[src/rtl/dcr_pkg.sv]
// Shared definitions for the dance-arrow pipeline: lane codes, screen
// geometry defaults and the hit-window test used by the scroller.
package dcr_pkg;

    // Lane codes used by the sequencer, the scroller and the renderer.
    typedef enum logic [1:0] {
        LANE_LEFT  = 2'd0,
        LANE_DOWN  = 2'd1,
        LANE_UP    = 2'd2,
        LANE_RIGHT = 2'd3
    } lane_e;

    // Y coordinate width, same as the VGA controller's oCurrent_Y.
    localparam int DCR_Y_W      = 11;

    // Default geometry, shared with the renderer so the target line it
    // draws is the one the scroller judges against.
    localparam int DCR_TARGET_Y = 165;
    localparam int DCR_SPAWN_Y  = 480;

    // True when y lies within +/-window of target, inclusive. The test is
    // written without subtraction so small targets cannot underflow.
    function automatic logic in_window(input int y, input int target, input int window);
        return ((y + window) >= target) && (y <= (target + window));
    endfunction

endpackage

[src/rtl/arrow_tick_prescaler.sv]
// Free-running divider that produces the scroll tick: a one-cycle strobe
// on the cycle where the count sits at TICK_DIV-1 and is about to wrap.
module arrow_tick_prescaler #(
    parameter int TICK_DIV = 1250000
) (
    input  logic iCLK,
    input  logic iRST_N,
    output logic oTick
);

    localparam int CW = (TICK_DIV > 1) ? $clog2(TICK_DIV) : 1;

    logic [CW-1:0] cnt_q;

    assign oTick = (cnt_q == CW'(TICK_DIV - 1));

    // Count 0..TICK_DIV-1 and wrap on the tick.
    always_ff @(posedge iCLK or negedge iRST_N) begin
        if (!iRST_N) begin
            cnt_q <= '0;
        end else if (oTick) begin
            cnt_q <= '0;
        end else begin
            cnt_q <= cnt_q + 1'b1;
        end
    end

endmodule

[src/rtl/arrow_scroller.sv]
// Owns the pool of on-screen arrows: accepts spawns, scrolls them upward on
// each tick, judges player presses against the target line, retires arrows
// that pass the miss line, and publishes a vsync-latched copy of the pool.
//
// Spawn handshake: a spawn is accepted on a clock edge where iSpawn_Valid
// and oSpawn_Ready are both high; with oSpawn_Ready low the request is
// ignored and the sequencer keeps iSpawn_Valid (and the lane) held.
module arrow_scroller
    import dcr_pkg::*;
#(
    parameter int NUM_SLOTS = 4,
    parameter int Y_W       = DCR_Y_W,
    parameter int TICK_DIV  = 1250000,
    parameter int STEP      = 1,
    parameter int SPAWN_Y   = DCR_SPAWN_Y,
    parameter int TARGET_Y  = DCR_TARGET_Y,
    parameter int WINDOW    = 12,
    parameter int MISS_Y    = 100
) (
    input  logic                     iCLK,
    input  logic                     iRST_N,
    input  logic                     iVS,
    input  logic                     iSpawn_Valid,
    input  logic [1:0]               iSpawn_Lane,
    output logic                     oSpawn_Ready,
    input  logic                     iHit_Valid,
    input  logic [1:0]               iHit_Lane,
    output logic                     oHit,
    output logic                     oBad,
    output logic                     oMiss,
    output logic [15:0]              oHit_Count,
    output logic [NUM_SLOTS-1:0]     oSlot_Active,
    output logic [2*NUM_SLOTS-1:0]   oSlot_Lane,
    output logic [Y_W*NUM_SLOTS-1:0] oSlot_Y
);

    logic                 tick;
    logic                 ready_en_q;
    logic                 vs_q;
    logic                 vs_fall;

    logic [NUM_SLOTS-1:0] active_q;
    lane_e                lane_q   [NUM_SLOTS];
    logic [Y_W-1:0]       y_q      [NUM_SLOTS];

    logic [NUM_SLOTS-1:0] nxt_active;
    lane_e                nxt_lane [NUM_SLOTS];
    logic [Y_W-1:0]       nxt_y    [NUM_SLOTS];

    logic [NUM_SLOTS-1:0] hit_sel;
    logic                 hit_found;
    logic [NUM_SLOTS-1:0] spawn_sel;
    logic                 spawn_found;
    logic                 miss_any;

    arrow_tick_prescaler #(
        .TICK_DIV (TICK_DIV)
    ) u_prescaler (
        .iCLK   (iCLK),
        .iRST_N (iRST_N),
        .oTick  (tick)
    );

    // Ready only once out of reset, and only while some slot is free in
    // registered state; a slot freed this cycle becomes usable next cycle.
    assign oSpawn_Ready = ready_en_q && (|(~active_q));
    assign vs_fall      = vs_q && !iVS;

    // Pick the lowest-index slot for a hit and for a spawn.
    always_comb begin
        hit_sel     = '0;
        hit_found   = 1'b0;
        spawn_sel   = '0;
        spawn_found = 1'b0;
        for (int i = 0; i < NUM_SLOTS; i++) begin
            if (iHit_Valid && !hit_found && active_q[i] &&
                (lane_q[i] == lane_e'(iHit_Lane)) &&
                in_window(int'(y_q[i]), TARGET_Y, WINDOW)) begin
                hit_sel[i] = 1'b1;
                hit_found  = 1'b1;
            end
            if (iSpawn_Valid && oSpawn_Ready && !spawn_found && !active_q[i]) begin
                spawn_sel[i] = 1'b1;
                spawn_found  = 1'b1;
            end
        end
    end

    // Next slot state: hit clears first, tick scrolls or retires the rest,
    // spawn fills a slot that was free (so never one touched above).
    always_comb begin
        nxt_active = active_q;
        nxt_lane   = lane_q;
        nxt_y      = y_q;
        miss_any   = 1'b0;
        for (int i = 0; i < NUM_SLOTS; i++) begin
            if (hit_sel[i]) begin
                nxt_active[i] = 1'b0;
            end else if (tick && active_q[i]) begin
                if (y_q[i] <= Y_W'(MISS_Y)) begin
                    nxt_active[i] = 1'b0;
                    miss_any      = 1'b1;
                end else begin
                    nxt_y[i] = y_q[i] - Y_W'(STEP);
                end
            end
            if (spawn_sel[i]) begin
                nxt_active[i] = 1'b1;
                nxt_lane[i]   = lane_e'(iSpawn_Lane);
                nxt_y[i]      = Y_W'(SPAWN_Y);
            end
        end
    end

    // Live slot state register.
    always_ff @(posedge iCLK or negedge iRST_N) begin
        if (!iRST_N) begin
            active_q <= '0;
            for (int i = 0; i < NUM_SLOTS; i++) begin
                lane_q[i] <= LANE_LEFT;
                y_q[i]    <= '0;
            end
        end else begin
            active_q <= nxt_active;
            lane_q   <= nxt_lane;
            y_q      <= nxt_y;
        end
    end

    // Event pulses, hit counter and the post-reset ready enable.
    always_ff @(posedge iCLK or negedge iRST_N) begin
        if (!iRST_N) begin
            ready_en_q <= 1'b0;
            oHit       <= 1'b0;
            oBad       <= 1'b0;
            oMiss      <= 1'b0;
            oHit_Count <= '0;
        end else begin
            ready_en_q <= 1'b1;
            oHit       <= hit_found;
            oBad       <= iHit_Valid && !hit_found;
            oMiss      <= miss_any;
            if (hit_found && (oHit_Count != 16'hFFFF)) begin
                oHit_Count <= oHit_Count + 16'd1;
            end
        end
    end

    // Register vsync and latch the live pool at the start of vsync.
    always_ff @(posedge iCLK or negedge iRST_N) begin
        if (!iRST_N) begin
            vs_q         <= 1'b1;
            oSlot_Active <= '0;
            oSlot_Lane   <= '0;
            oSlot_Y      <= '0;
        end else begin
            vs_q <= iVS;
            if (vs_fall) begin
                oSlot_Active <= active_q;
                for (int i = 0; i < NUM_SLOTS; i++) begin
                    oSlot_Lane[2*i +: 2]   <= lane_q[i];
                    oSlot_Y[Y_W*i +: Y_W] <= y_q[i];
                end
            end
        end
    end

endmodule
[config.mk]
export PLATFORM = sky130hd
export DESIGN_NAME = arrow_scroller
export DESIGN_NICKNAME = d
export VERILOG_FILES = /design/src/rtl/dcr_pkg.sv /design/src/rtl/arrow_tick_prescaler.sv /design/src/rtl/arrow_scroller.sv
export SDC_FILE = /design/constraint.sdc
export NUM_CORES = 1
export LEC_CHECK = 0
export ABC_AREA = 1
export CORE_ASPECT_RATIO = 2
export CORE_MARGIN = 8
export CORE_UTILIZATION = 30
export CTS_CLUSTER_SIZE = 14
export DETAILED_ROUTE_END_ITERATION = 8
export PLACE_DENSITY = 0.43
export SKIP_LAST_GASP = 1
export SYNTH_ARGS = -nofsm -noshare
export SYNTH_HDL_FRONTEND = slang
export SYNTH_SLANG_ARGS = --single-unit
[constraint.sdc]
create_clock -name iCLK -period 6.3 [get_ports iCLK]
set_input_delay 1.575 -clock iCLK [delete_from_list [all_inputs] [get_ports iCLK]]
set_output_delay 1.575 -clock iCLK [all_outputs]
set_load 0.02 [all_outputs]
==> metrics.yaml, run 1 <==
pwr:
  p_clk_share_pct: 24.3
  p_sw_share_pct: 40.8
  pwr_density_cell_nw_per_um2: 427
  power.switching_mw: 1.78
  intPower_mw: 2.58
  p_seq_share_pct: 35.8
  comb_power_share_pct: 39.9
  power_leakage_nw: 4.76
  vdd_drop_max_uv: 202
timing:
  final.setup.tns_ns: 0
  tightest_slew_ns: 0.980
  timing.final.crit_share_pct: 58.5
  period_minus_slack_ns: 3.68
  fmax_mhz: 271
  setup_viol: 0
  clock_skew_ns: 0.00990
  slew_headroom_pct: 34.7
  rsz0062_at_grt: "false"
  slew_viol_final: 0
  finalHoldViolCount: 0
  setup_slack_ns: 2.62
synth:
  ys_warn_count: 0
  yosys.area.top_type: "dfrtp_1"
  synthesis.nets: 1087
  synth_seq_cells: 154
  synth_top_cells_by_area: "dfrtp_1 45%, nand2_1 12%, o21ai_0 6.0%, xor2_1 5.2%, nand3_1 5.0%"
  netlist_instances: 1052
  syn-mean-instance-area_sq_um: 8.02
  synth-seq-area-share_pct: 45.7
  synth_top_area_share_pct: 45.4
  syn_area_sq_um: 8440
  ys_types: 44
critical_path:
  rr_worst_depth: 12
  crit_path_max_fanout: 19
  worstPathArrival_ns: 4.01
  cp_top_family: "simple AND/OR/NAND/NOR gates"
  crit_buf_inv: 2
  crit_top_cell: "nand2_1"
  end_kind: "register"
  reg2reg_slack_ns: 3.42
  max_stage_delay_ns: 0.66
  required_ns: 6.63
  cp-start-kind: "primary input"
  crit_chain: "clkdlybuf4s50_1 -> inv_1 -> nand2_1 -> nand2_1 -> nor2_1 -> o211ai_1 -> nor2_1 -> nand3_2 -> nand3_1 -> or2_1 -> nand2_8 -> nand2_2 -> nand2_1"
  rr_startpoint: "y_q[36]"
  critical_path.slowest_cell: "or2_1"
  reg2reg_to: "oHit_Count[9]"
  crit_type: "primary input to register"
min_path:
  hold_start: "oSlot_Active[3]"
  worstHoldEndpoint: "oSlot_Active[3]"
  hp-class: "register to register"
  whs_path_depth: 2
route:
  drc_errors: 0
  ant_nets: 0
  num_vias: 7165
  wl_mm: 23.4
  vias_per_cell: 4.80
  drtIter0Drc: 369
  wl_per_cell_um: 15.7
  drtPass1Iterations: 5
clock_network:
  numCtsBuffers: 17
  clock_latency_ns: 0.44
  clkTransAtPathRegs_ns: 0.06
  h-tree-depth: 4
  postCtsSetupBuffers: 0
  tritoncts: "yes"
  cts_root_buffer: "clkbuf_16"
  cts.sinks: 154
  cts_resized: 0
  clock_path_buffers: 2
  postCtsHoldBufs: 0
finish:
  layout_common_cells: "266 x nand2_1, 153 x dfrtp_1, 105 x inv_1"
  drive_gt1_share_pct: 6.41
  multiInputGateArea_sq_um: 4020
  fill_cells: 2911
  nNetsFinal: 1160
  num_antenna_cells: 0
  final_common_cell: "nand2_1"
  ff_latch_area_sq_um: 3850
  syn_to_final_growth_pct: 20.8
grt:
  grt_pass1_wl_mm: 38.9
  grtUsageTotal_pct: 14.5
  antenna_found_initial: 1
  grt_max_degree: 105
  grt_pass1_vias: 7176
  overflow: 0
floorplan:
  dieWidth_um: 135
  rows: 87
  start_util_pct: 30.2
  core_region_area_sq_um: 28000
  die_h_um: 253
  io_pins: 85
  dieArea_sq_um: 34100
job:
  maxCapViolations: 0
placed_design:
  io_buffers: 84
  place_congestion: 0.843
  dp.final_hpwl_mm: 17.2
  pre_cts_ws_ns: 2.12
run_status:
  status: "finished, final reports clean"
==> state kept, by name, indices dropped and copies added, names as in the netlist, 4 cells and up <==
name / count
active_q: 4
lane_q: 8
y_q: 44
oSlot_Active: 4
oSlot_Y: 44
u_prescaler.cnt_q: 21
oHit_Count: 16
oSlot_Lane: 8
==> routing by layer <==
| metal | wire length (um) | vias to the layer above | global-route usage [%] |
|---|---|---|---|
| met5 | 0 | - | 0 |
| met1 | 10400 | 3391 | 17.7 |
| met3 | 1030 | 20 | 3.71 |
| met2 | 11600 | 155 | 24.2 |
| li1 | - | 3599 | - |
| met4 | 418 | 0 | 4.61 |
==> worst min-delay path, delay by kind of cell, from the launching register on <==
family	cells	cell delay (ns)
flops	1	0.34
compound gates	1	0.05
simple gates	1	0.05
==> cell type report <==
class	count	area share, %
clock buffers	21	4.52
repair buffers	87	8.48
well taps	356	4.37
clock inverters	11	1.41
multi-input cells	758	39.4
inverters	107	3.94
flip-flops and latches	154	37.8
==> kinds of logic after synthesis <==
group | Yosys count | share of synthesized area (%)
compound gates | 134 | 8.27
xor+xnor | 55 | 5.71
fa+ha+maj | 26 | 3.86
buf+inv | 140 | 6.78
flops | 154 | 45.7
mux | 8 | 1.07
other cells | 1 | 0.0444
simple gates | 534 | 28.6
==> synth_stat cells (all sizes together) <==
cell type	instances
xnor2	5
o211ai	2
nor3	24
nand2	282
nor4	17
or2	4
nor3b	1
ha	26
nand3b	4
a31oi	3
dfrtp	153
o32a	1
mux2	8
xor2	50
buf	17
o2111ai	1
nand3	87
inv	107
o21a	1
a21oi	16
o21ai	106
and3	2
and2	1
conb	1
o22ai	2
nand4	36
dfstp	1
o31ai	2
nor2	76
clkbuf	16
==> metrics by stage <==
step	utilization, %	total power, mW	area, sq um	cells	hold WS, ns
after global placement	34.3	3.33	9590	1462	0.468
after CTS	36.4	4.44	10200	1494	0.487
final	36.4	4.35	10200	1494	0.482
after floorplan	-	2.67	8440	1052	0.449
after global routing	36.4	4.74	10200	1494	0.501
after detailed placement	34.3	3.34	9590	1462	0.472
==> worst max-delay path by stage <==
stage | from | endpoint | slack, ns | cells past startpoint
finish | iHit_Lane[1] | oHit_Count[9] | 2.62 | 13
detailed placement | iHit_Valid | oHit_Count[2] | 2.12 | 11
global route | iHit_Lane[1] | oHit_Count[9] | 2.33 | 13
floorplan | iHit_Lane[1] | oHit_Count[12] | 3.44 | 14
global placement | iHit_Valid | oHit_Count[4] | 2.19 | 11
CTS | iHit_Valid | oHit_Count[2] | 2.61 | 11
==> power groups by stage <==
stage | logic, mW | clock network (mW) | registers (mW)
3_3_place_gp | 1.75 | 0 | 1.58
3_5_place_dp | 1.76 | 0 | 1.58
5_1_grt | 1.98 | 1.15 | 1.61
2_1_floorplan | 1.04 | 0 | 1.63
4_1_cts | 1.77 | 1.10 | 1.56
6_report | 1.74 | 1.06 | 1.56
No activity file was read; power rests on OpenSTA's default activity.
==> run 2: changes to the inputs <==
--- a/config.mk
+++ b/config.mk
@@ -11,7 +11,7 @@
 export CORE_UTILIZATION = 30
 export CTS_CLUSTER_SIZE = 14
 export DETAILED_ROUTE_END_ITERATION = 8
-export PLACE_DENSITY = 0.43
+export PLACE_DENSITY = 0.45
 export SKIP_LAST_GASP = 1
 export SYNTH_ARGS = -nofsm -noshare
 export SYNTH_HDL_FRONTEND = slang
==> constraint.sdc (replaced) <==
create_clock -name iCLK -period 3.1 [get_ports iCLK]
set_input_delay 0.775 -clock iCLK [delete_from_list [all_inputs] [get_ports iCLK]]
set_output_delay 0.775 -clock iCLK [all_outputs]
set_load 0.02 [all_outputs]
==> metrics.yaml, run 2 (synthesized netlist as in run 1, its figures left out) <==
critical_path:
  cp-start-kind: "register"
  crit_type: "register to output pin"
  worstPathArrival_ns: 1.91
  critical_path.slowest_cell: "clkdlybuf4s50_1"
  crit_chain: "nand3_1 -> o21a_1 -> clkdlybuf4s50_1"
  required_ns: 2.32
  crit_path_max_fanout: 9
  max_stage_delay_ns: 0.54
  end_kind: "output pin"
route:
  drtIter0Drc: 529
  wl_mm: 23.2
  num_vias: 7178
  m1WireLength_mm: 10.5
  drtPass1Iterations: 5
  drc_errors: 0
  wl_met3_mm: 1.04
  wl_per_cell_um: 15.4
  vias_per_cell: 4.76
  wl_met2_mm: 11.3
  ant_nets: 0
  top_layer: "met4"
pwr:
  intPower_mw: 5.11
  pwr_density_cell_nw_per_um2: 847
  p_clk_share_pct: 22.9
  comb_power_share_pct: 40.8
  power.switching_mw: 3.61
  power_leakage_nw: 4.83
  p_sw_share_pct: 41.4
  total_power_mw: 8.72
  p_seq_share_pct: 36.2
  vdd_drop_max_uv: 431
finish:
  num_antenna_cells: 0
  nNetsFinal: 1175
  final_common_cell: "nand2_1"
  syn_to_final_growth_pct: 22.0
  drive_gt1_share_pct: 7.63
  reg.largest.list: "oSlot_Y x44, y_q x44, u_prescaler.cnt_q x21"
  layout_common_cells: "266 x nand2_1, 153 x dfrtp_1, 105 x inv_1"
grt:
  grt_pass1_vias: 7147
  grt_pass1_wl_mm: 38.2
  grt_max_degree: 63
  overflow: 0
  grtUsageTotal_pct: 14.1
  antenna_found_initial: 0
timing:
  setup_slack_ns: 0.414
  clock_skew_ns: 0.0122
  slew_viol_final: 0
  setup_viol: 0
  final.setup.tns_ns: 0
  slew_headroom_pct: 58.7
  rsz0062_at_grt: "false"
  finalHoldViolCount: 0
  fmax_mhz: 372
  period_minus_slack_ns: 2.69
  tightest_slew_ns: 0.620
  timing.final.crit_share_pct: 86.6
clock_network:
  tritoncts: "yes"
  numCtsBuffers: 17
  clkTransAtPathRegs_ns: 0.06
  clock_latency_ns: 0.44
  cts.sinks: 154
  cts_resized: 0
  h-tree-depth: 4
  cts_root_buffer: "clkbuf_16"
  postCtsHoldBufs: 0
  clock_path_buffers: 2
  postCtsSetupBuffers: 0
floorplan:
  core_region_area_sq_um: 28000
  io_pins: 85
  die_h_um: 253
  rows: 87
  dieArea_sq_um: 34100
  start_util_pct: 30.2
  dieWidth_um: 135
min_path:
  hp-class: "primary input to asynchronous set/reset pin"
placed_design:
  place_congestion: 0.853
  pre_cts_ws_ns: 0.116
  dp.final_hpwl_mm: 16.9
  io_buffers: 84
job:
  maxCapViolations: 0
run_status:
  status: "finished, final reports clean"
## run 2: cell count changes in the layout (fill, tap and decap cells not counted)
cell and change:
buf_4 +12, buf_12 +3, bufinv_16 -2, clkinvlp_4 -2, clkinv_2 +2, clkinv_4 +2
## run 2: power groups by stage
stage / clock network (mW) / registers [mW] / logic (mW)
2_1_floorplan: 0 / 3.31 / 2.12
3_3_place_gp: 0 / 3.20 / 3.58
3_5_place_dp: 0 / 3.21 / 3.60
4_1_cts: 2.09 / 3.18 / 3.62
5_1_grt: 2.16 / 3.26 / 4.04
6_report: 2.00 / 3.16 / 3.56
## run 2: per-stage QoR
step	hold slack (ns)	area [sq um]	std cells	util, %
global route	0.371	10300	1509	36.8
global placement	0.469	9740	1477	34.8
detailed placement	0.474	9740	1477	34.8
CTS	0.346	10300	1509	36.8
floorplan	0.449	8440	1052	-
finish	0.339	10300	1509	36.8
## run 2: path summary, 6_finish.rpt
kind | start | end | slack [ns] | depth (start not counted)
max | active_q[2] | oSpawn_Ready | 0.41 | 3
min | iRST_N | oSlot_Y[11] | 0.34 | 1
max reg2reg | y_q[22] | oHit_Count[3] | 0.63 | 16
min reg2reg | oSlot_Y[13] | oSlot_Y[13] | 0.48 | 2
max in group asynchronous | iRST_N | oHit_Count[4] | 2.05 | 2
min in group iCLK | oSlot_Y[13] | oSlot_Y[13] | 0.48 | 2
## run 2: layout make-up
type | count | area [sq um]
repair buffers | 102 | 1010
fillers | 2924 | 17700
clock buffers | 21 | 460
well taps | 356 | 445
inverters | 107 | 402
flip-flops and latches | 154 | 3850
multi-input cells | 758 | 4020
clock inverters | 11 | 96.3
## run 2: routing by layer
layer,global-route usage (%),up-vias
met2,23.1,140
met1,17.7,3380
met5,0,-
met4,4.97,0
met3,3.40,22
li1,-,3636
## run 2: worst max-delay path, delay by kind of cell (launching register included)
kind / cells / cell delay, ns
DFF: 1 / 0.53
and+or+nand+nor: 1 / 0.18
buffers and inverters: 1 / 0.54
AOI/OAI and AO/OA: 1 / 0.22
